### src/rtl/mem_port_arbiter.sv
// Two-port arbiter in front of a single-port memory: port 0 fetches, port 1 loads/stores.
// Define ARB_FIXED_PRIO_EN to make port 1 win every tie instead of round-robin.
module mem_port_arbiter #(
    parameter int MEM_LAT = 2,
    parameter int ADDR_W  = 64,
    parameter int DATA_W  = 64
) (
    input  logic              clk,
    input  logic              reset,
    input  logic              p0_req,
    input  logic [ADDR_W-1:0] p0_addr,
    output logic              p0_ack,
    output logic [DATA_W-1:0] p0_rdata,
    input  logic              p1_req,
    input  logic              p1_we,
    input  logic [ADDR_W-1:0] p1_addr,
    input  logic [DATA_W-1:0] p1_wdata,
    output logic              p1_ack,
    output logic [DATA_W-1:0] p1_rdata,
    output logic [ADDR_W-1:0] mem_addr,
    output logic [DATA_W-1:0] mem_wdata,
    output logic              mem_we,
    input  logic [DATA_W-1:0] mem_rdata,
    output logic              busy,
    output logic              gnt_id
);

    localparam logic [1:0] ST_IDLE   = 2'd0;
    localparam logic [1:0] ST_ACCESS = 2'd1;
    localparam logic [1:0] ST_DONE   = 2'd2;

    localparam logic [2:0] LAT_INIT = 3'(MEM_LAT - 1);

    logic [1:0]        state_q, state_d;
    logic [2:0]        lat_cnt_q, lat_cnt_d;
    logic              gnt_q, gnt_d;
    logic              is_write_q, is_write_d;
    logic              mem_we_q, mem_we_d;
    logic [ADDR_W-1:0] mem_addr_q, mem_addr_d;
    logic [DATA_W-1:0] mem_wdata_q, mem_wdata_d;
    logic [DATA_W-1:0] p0_rdata_q, p0_rdata_d;
    logic [DATA_W-1:0] p1_rdata_q, p1_rdata_d;
    logic              winner;

`ifdef ARB_FIXED_PRIO_EN
    assign winner = p1_req;
`else
    logic last_gnt_q, last_gnt_d;

    // A tie goes to the port that did not win last time.
    assign winner = (p0_req && p1_req) ? ~last_gnt_q : p1_req;
`endif

    always_comb begin
        // NOTE: every next-state signal gets a default first, so no branch can infer a latch.
        state_d     = state_q;
        lat_cnt_d   = lat_cnt_q;
        gnt_d       = gnt_q;
        is_write_d  = is_write_q;
        mem_we_d    = mem_we_q;
        mem_addr_d  = mem_addr_q;
        mem_wdata_d = mem_wdata_q;
        p0_rdata_d  = p0_rdata_q;
        p1_rdata_d  = p1_rdata_q;
`ifndef ARB_FIXED_PRIO_EN
        last_gnt_d  = last_gnt_q;
`endif
        case (state_q)
            ST_IDLE: begin
                if (p0_req || p1_req) begin
                    state_d   = ST_ACCESS;
                    gnt_d     = winner;
                    lat_cnt_d = LAT_INIT;
`ifndef ARB_FIXED_PRIO_EN
                    last_gnt_d = winner;
`endif
                    if (winner) begin
                        mem_addr_d  = p1_addr;
                        mem_wdata_d = p1_wdata;
                        mem_we_d    = p1_we;
                        is_write_d  = p1_we;
                    end else begin
                        mem_addr_d  = p0_addr;
                        mem_wdata_d = '0;
                        mem_we_d    = 1'b0;
                        is_write_d  = 1'b0;
                    end
                end
            end
            ST_ACCESS: begin
                // The write strobe lasts only the first access cycle; the address stays put.
                mem_we_d = 1'b0;
                if (lat_cnt_q == 3'd0) begin
                    state_d = ST_DONE;
                    if (!is_write_q) begin
                        if (gnt_q) p1_rdata_d = mem_rdata;
                        else       p0_rdata_d = mem_rdata;
                    end
                end else begin
                    lat_cnt_d = lat_cnt_q - 3'd1;
                end
            end
            ST_DONE: begin
                state_d = ST_IDLE;
                gnt_d   = 1'b0;
            end
            default: state_d = ST_IDLE;
        endcase
    end

    // NOTE: every register, including the write strobe, clears asynchronously so an aborted store stops at once.
    always_ff @(posedge clk or negedge reset) begin
        if (!reset) begin
            state_q     <= ST_IDLE;
            lat_cnt_q   <= 3'd0;
            gnt_q       <= 1'b0;
            is_write_q  <= 1'b0;
            mem_we_q    <= 1'b0;
            mem_addr_q  <= '0;
            mem_wdata_q <= '0;
            p0_rdata_q  <= '0;
            p1_rdata_q  <= '0;
`ifndef ARB_FIXED_PRIO_EN
            last_gnt_q  <= 1'b1;
`endif
        end else begin
            // NOTE: non-blocking assignments keep every register sampling the same pre-edge values.
            state_q     <= state_d;
            lat_cnt_q   <= lat_cnt_d;
            gnt_q       <= gnt_d;
            is_write_q  <= is_write_d;
            mem_we_q    <= mem_we_d;
            mem_addr_q  <= mem_addr_d;
            mem_wdata_q <= mem_wdata_d;
            p0_rdata_q  <= p0_rdata_d;
            p1_rdata_q  <= p1_rdata_d;
`ifndef ARB_FIXED_PRIO_EN
            last_gnt_q  <= last_gnt_d;
`endif
        end
    end

    assign busy      = (state_q != ST_IDLE);
    assign gnt_id    = gnt_q;
    assign p0_ack    = (state_q == ST_DONE) && !gnt_q;
    assign p1_ack    = (state_q == ST_DONE) && gnt_q;
    assign mem_we    = mem_we_q;
    assign mem_addr  = mem_addr_q;
    assign mem_wdata = mem_wdata_q;
    assign p0_rdata  = p0_rdata_q;
    assign p1_rdata  = p1_rdata_q;

endmodule

### config.mk
export PLATFORM = sky130hd
export DESIGN_NAME = mem_port_arbiter
export DESIGN_NICKNAME = d
export VERILOG_FILES = /design/src/rtl/mem_port_arbiter.sv
export SDC_FILE = /design/constraint.sdc
export NUM_CORES = 1
export LEC_CHECK = 0
export BUFFER_PORTS_ARGS = -buffer_cell sky130_fd_sc_hd__buf_2
export CAP_MARGIN = 30
export CORE_AREA = 2 2 203 205
export CTS_BUF_LIST = sky130_fd_sc_hd__clkbuf_4 sky130_fd_sc_hd__clkbuf_8
export DETAILED_ROUTE_END_ITERATION = 16
export DIE_AREA = 0 0 205 207
export GPL_TIMING_DRIVEN = 0
export MAX_ROUTING_LAYER = met4
export PLACE_DENSITY = 0.48
export SETUP_SLACK_MARGIN = 0.5
export SKIP_CTS_REPAIR_TIMING = 1
export SLEW_MARGIN = 15
export SYNTH_ARGS = -nofsm -noshare
export SYNTH_HDL_FRONTEND = slang
export SYNTH_SLANG_ARGS = --single-unit
export TNS_END_PERCENT = 20
### constraint.sdc
create_clock -name clk -period 2.4 [get_ports clk]
set_input_delay 0.48 -clock clk [delete_from_list [all_inputs] [get_ports clk]]
set_output_delay 0.48 -clock clk [all_outputs]
set_load 0.05 [all_outputs]
==> flow_metrics.env <==
export IMPL_syn_area_mm2=0.01055
export IMPL_worst_pin_slew_ns=0.5206
export IMPL_dieArea_mm2=0.04244
export IMPL_period_share_pct=83.53
export IMPL_status="complete, no violations"
export IMPL_io_buffers=521
export IMPL_synth_cells=664
export IMPL_synthesis_nets=927
export IMPL_slew_violations=0
export IMPL_clock_path_buffers=3
export IMPL_fp_dieH_um=207
export IMPL_n_fill_cell=4044
export IMPL_dr_pass1_iters=4
export IMPL_yosysSeqAreaShare_pct=62.85
export IMPL_synth_seq_cells=265
export IMPL_final_common_cell="buf_2"
export IMPL_synth_avg_cell_area_um2=15.89
export IMPL_cp_max_fo=6
export IMPL_dpl_hpwl_um=25050
export IMPL_regToRegSetupSlack_ns=0.43
export IMPL_drive_gt1_share_pct=71.43
export IMPL_cp_data_arrival_time_ns=1.52
export IMPL_finalCriticalPeriod_ns=2.005
export IMPL_synth_top_family_by_area="multiplexers"
export IMPL_antenna_found_initial=5
export IMPL_clk_pin_slew_ns=0.06
export IMPL_drt_iter0_drc=250
export IMPL_overflow=0
export IMPL_start_util_pct=26.14
export IMPL_setup_viol=0
export IMPL_endpoint="busy"
export IMPL_dpl_instance_area_mm2=0.01392
export IMPL_clock_root_buffer="clkbuf_8"
export IMPL_regToRegEndpoint="mem_addr[38]$_DFFE_PN0P_"
export IMPL_hold_viol=0
export IMPL_post_synth_fa_ha_maj_area_fraction_pct=0.2371
export IMPL_critPathKind="flip-flop to output port"
export IMPL_grt_max_degree=94
export IMPL_fin_cells=1811
export IMPL_grt_pass1_vias=8252
export IMPL_row_count=74
export IMPL_avgViaCountPerCell=4.273
export IMPL_coreArea_mm2=0.04037
export IMPL_cts_made_buffers=48
export IMPL_syn2layout_area_growth_pct=43.06
export IMPL_synth_top_cells_by_area="dfrtp_1 63%, mux2_2 27%, a22o_1 5.4%"
export IMPL_finClkSkew_ns=0.02103
export IMPL_drcViolationCount=0
export IMPL_layout_common_cells="522 x buf_2, 264 x dfrtp_1, 256 x mux2_2"
export IMPL_synth_edf_count=0
export IMPL_postSynth_asyncResetShare_pct=100.0
export IMPL_pin_count=522
export IMPL_relSlewSlack_pct=65.30
export IMPL_dpl_cell_count=1720
export IMPL_cts_sinks=265
export IMPL_critPathCaptureType="output port"
export IMPL_synth_compound_area_share_pct=6.094
export IMPL_final_nets=1504
export IMPL_start_kind="flip-flop"
export IMPL_gp_congestion=0.7727
export IMPL_drt_total_wl_um=32860
export IMPL_rsz0062_at_grt="yes"
export IMPL_yosysUniqueCellTypes=28
export IMPL_cts_tree="yes"
export IMPL_fin_area_mm2=0.01510
export IMPL_synth_xor_area_share_pct=0
export IMPL_synth_simple_gate_area_share_pct=0.9959
export IMPL_hold_slack_ns=0.08757
export IMPL_grt_usage_pct=15.62
export IMPL_yosysWarnings=0
export IMPL_route_antenna_remaining_nets=0
export IMPL_startpoint="state_q[1]$_DFFE_PN0P_"
export IMPL_chipWidth_um=205
export IMPL_required_ns=1.92
export IMPL_timing_rr_start="last_gnt_q$_DFFE_PN1P_"
export IMPL_vias=7738
export IMPL_grt_pass1_wl_um=49220
export IMPL_cap_violations=0
export IMPL_clkLatencyLatePin_ns=0.60
export IMPL_yosysTopAreaCell="dfrtp_1"
export IMPL_worstRegToRegCells=5
export IMPL_yosysTopAreaCellShare_pct=62.60
export IMPL_synth_mux_area_share_pct=27.31
export IMPL_htree_levels=2
export IMPL_min_path_type="input pin to flip-flop"
export IMPL_synth_top_flop_cell="dfrtp_1"
export IMPL_max_freq_mhz=498.8
export IMPL_wire_per_inst_um=18.15
-- layout make-up --
cell class	instances	area [um^2]	area share (%)
antenna	5	12.51	0.08287
buffer	43	315.3	2.088
clock buffer	75	925.9	6.132
clock inverter	8	102.6	0.6795
inverter	4	15.01	0.09944
multi-input combinational	352	3681	24.38
sequential	265	6633	43.93
tap	532	665.6	4.409
timing repair buffer	527	2748	18.20
-- kinds of logic after synthesis --
family          count (synthesis)
flops                         265
mux                           256
compound gates                 75
buf+inv                        47
simple gates                   19
fa+ha+maj                       2
-- through the flow --
step | setup TNS [ns] | util [%] | setup WS [ns]
3_5_place_dp | 0 | 34.49 | 0.05372
4_1_cts | 0 | 37.04 | 0.04400
6_report | 0 | 37.40 | 0.3952
3_3_place_gp | -1124.50 | 34.26 | -4.300
5_1_grt | 0 | 37.40 | 0.3211
2_1_floorplan | 0 | - | 0.5943
-- worst min path at each step --
stage / from / end / depth (start not counted)
after global routing: p1_wdata[30] / mem_wdata[30]$_DFFE_PN0P_ / 2
after CTS: reset / p1_rdata[52]$_DFFE_PN0P_ / 1
after floorplan: reset / gnt_id$_DFFE_PN0P_ / 0
after detailed placement: reset / p0_rdata[51]$_DFFE_PN0P_ / 1
final: p1_wdata[11] / mem_wdata[11]$_DFFE_PN0P_ / 2
after global placement: lat_cnt_q[1]$_DFFE_PN0P_ / lat_cnt_q[1]$_DFFE_PN0P_ / 1
-- critical path, cell delays in order (launching register included) --
cell	delay, ns
dfrtp_1	0.40
or2_1	0.24
buf_6	0.14
buf_8	0.14
-- metal layers --
layer | vias to the layer above | track usage, % | share of wire (%)
met5 | - | - | 0
met4 | 0 | 5.830 | 2.2
met3 | 44 | 4.154 | 7.0
met2 | 304 | 25.91 | 50
met1 | 3813 | 18.03 | 41
li1 | 3577 | - | -
-- synthesized netlist by cell type (2+ instances only) --
master / count
a21bo_2: 2
a21oi_1: 3
a22o_1: 65
buf_2: 25
buf_4: 5
buf_6: 5
clkbuf_1: 7
dfrtp_1: 264
ha_1: 2
inv_1: 4
mux2_2: 256
nand2_1: 2
nand2b_1: 2
nor2_1: 7
or2_1: 2
-- registers in the layout, indices dropped and copies added (netlist names) --
register and cells:
mem_addr 64, p1_rdata 64, gnt_id 1, is_write_q 1, lat_cnt_q 3, state_q 2
p0_rdata 64, mem_we 1, last_gnt_q 1, mem_wdata 64
Power is not shown: default switching activity piles up to over one toggle a cycle in this logic, so the estimate is an artifact.
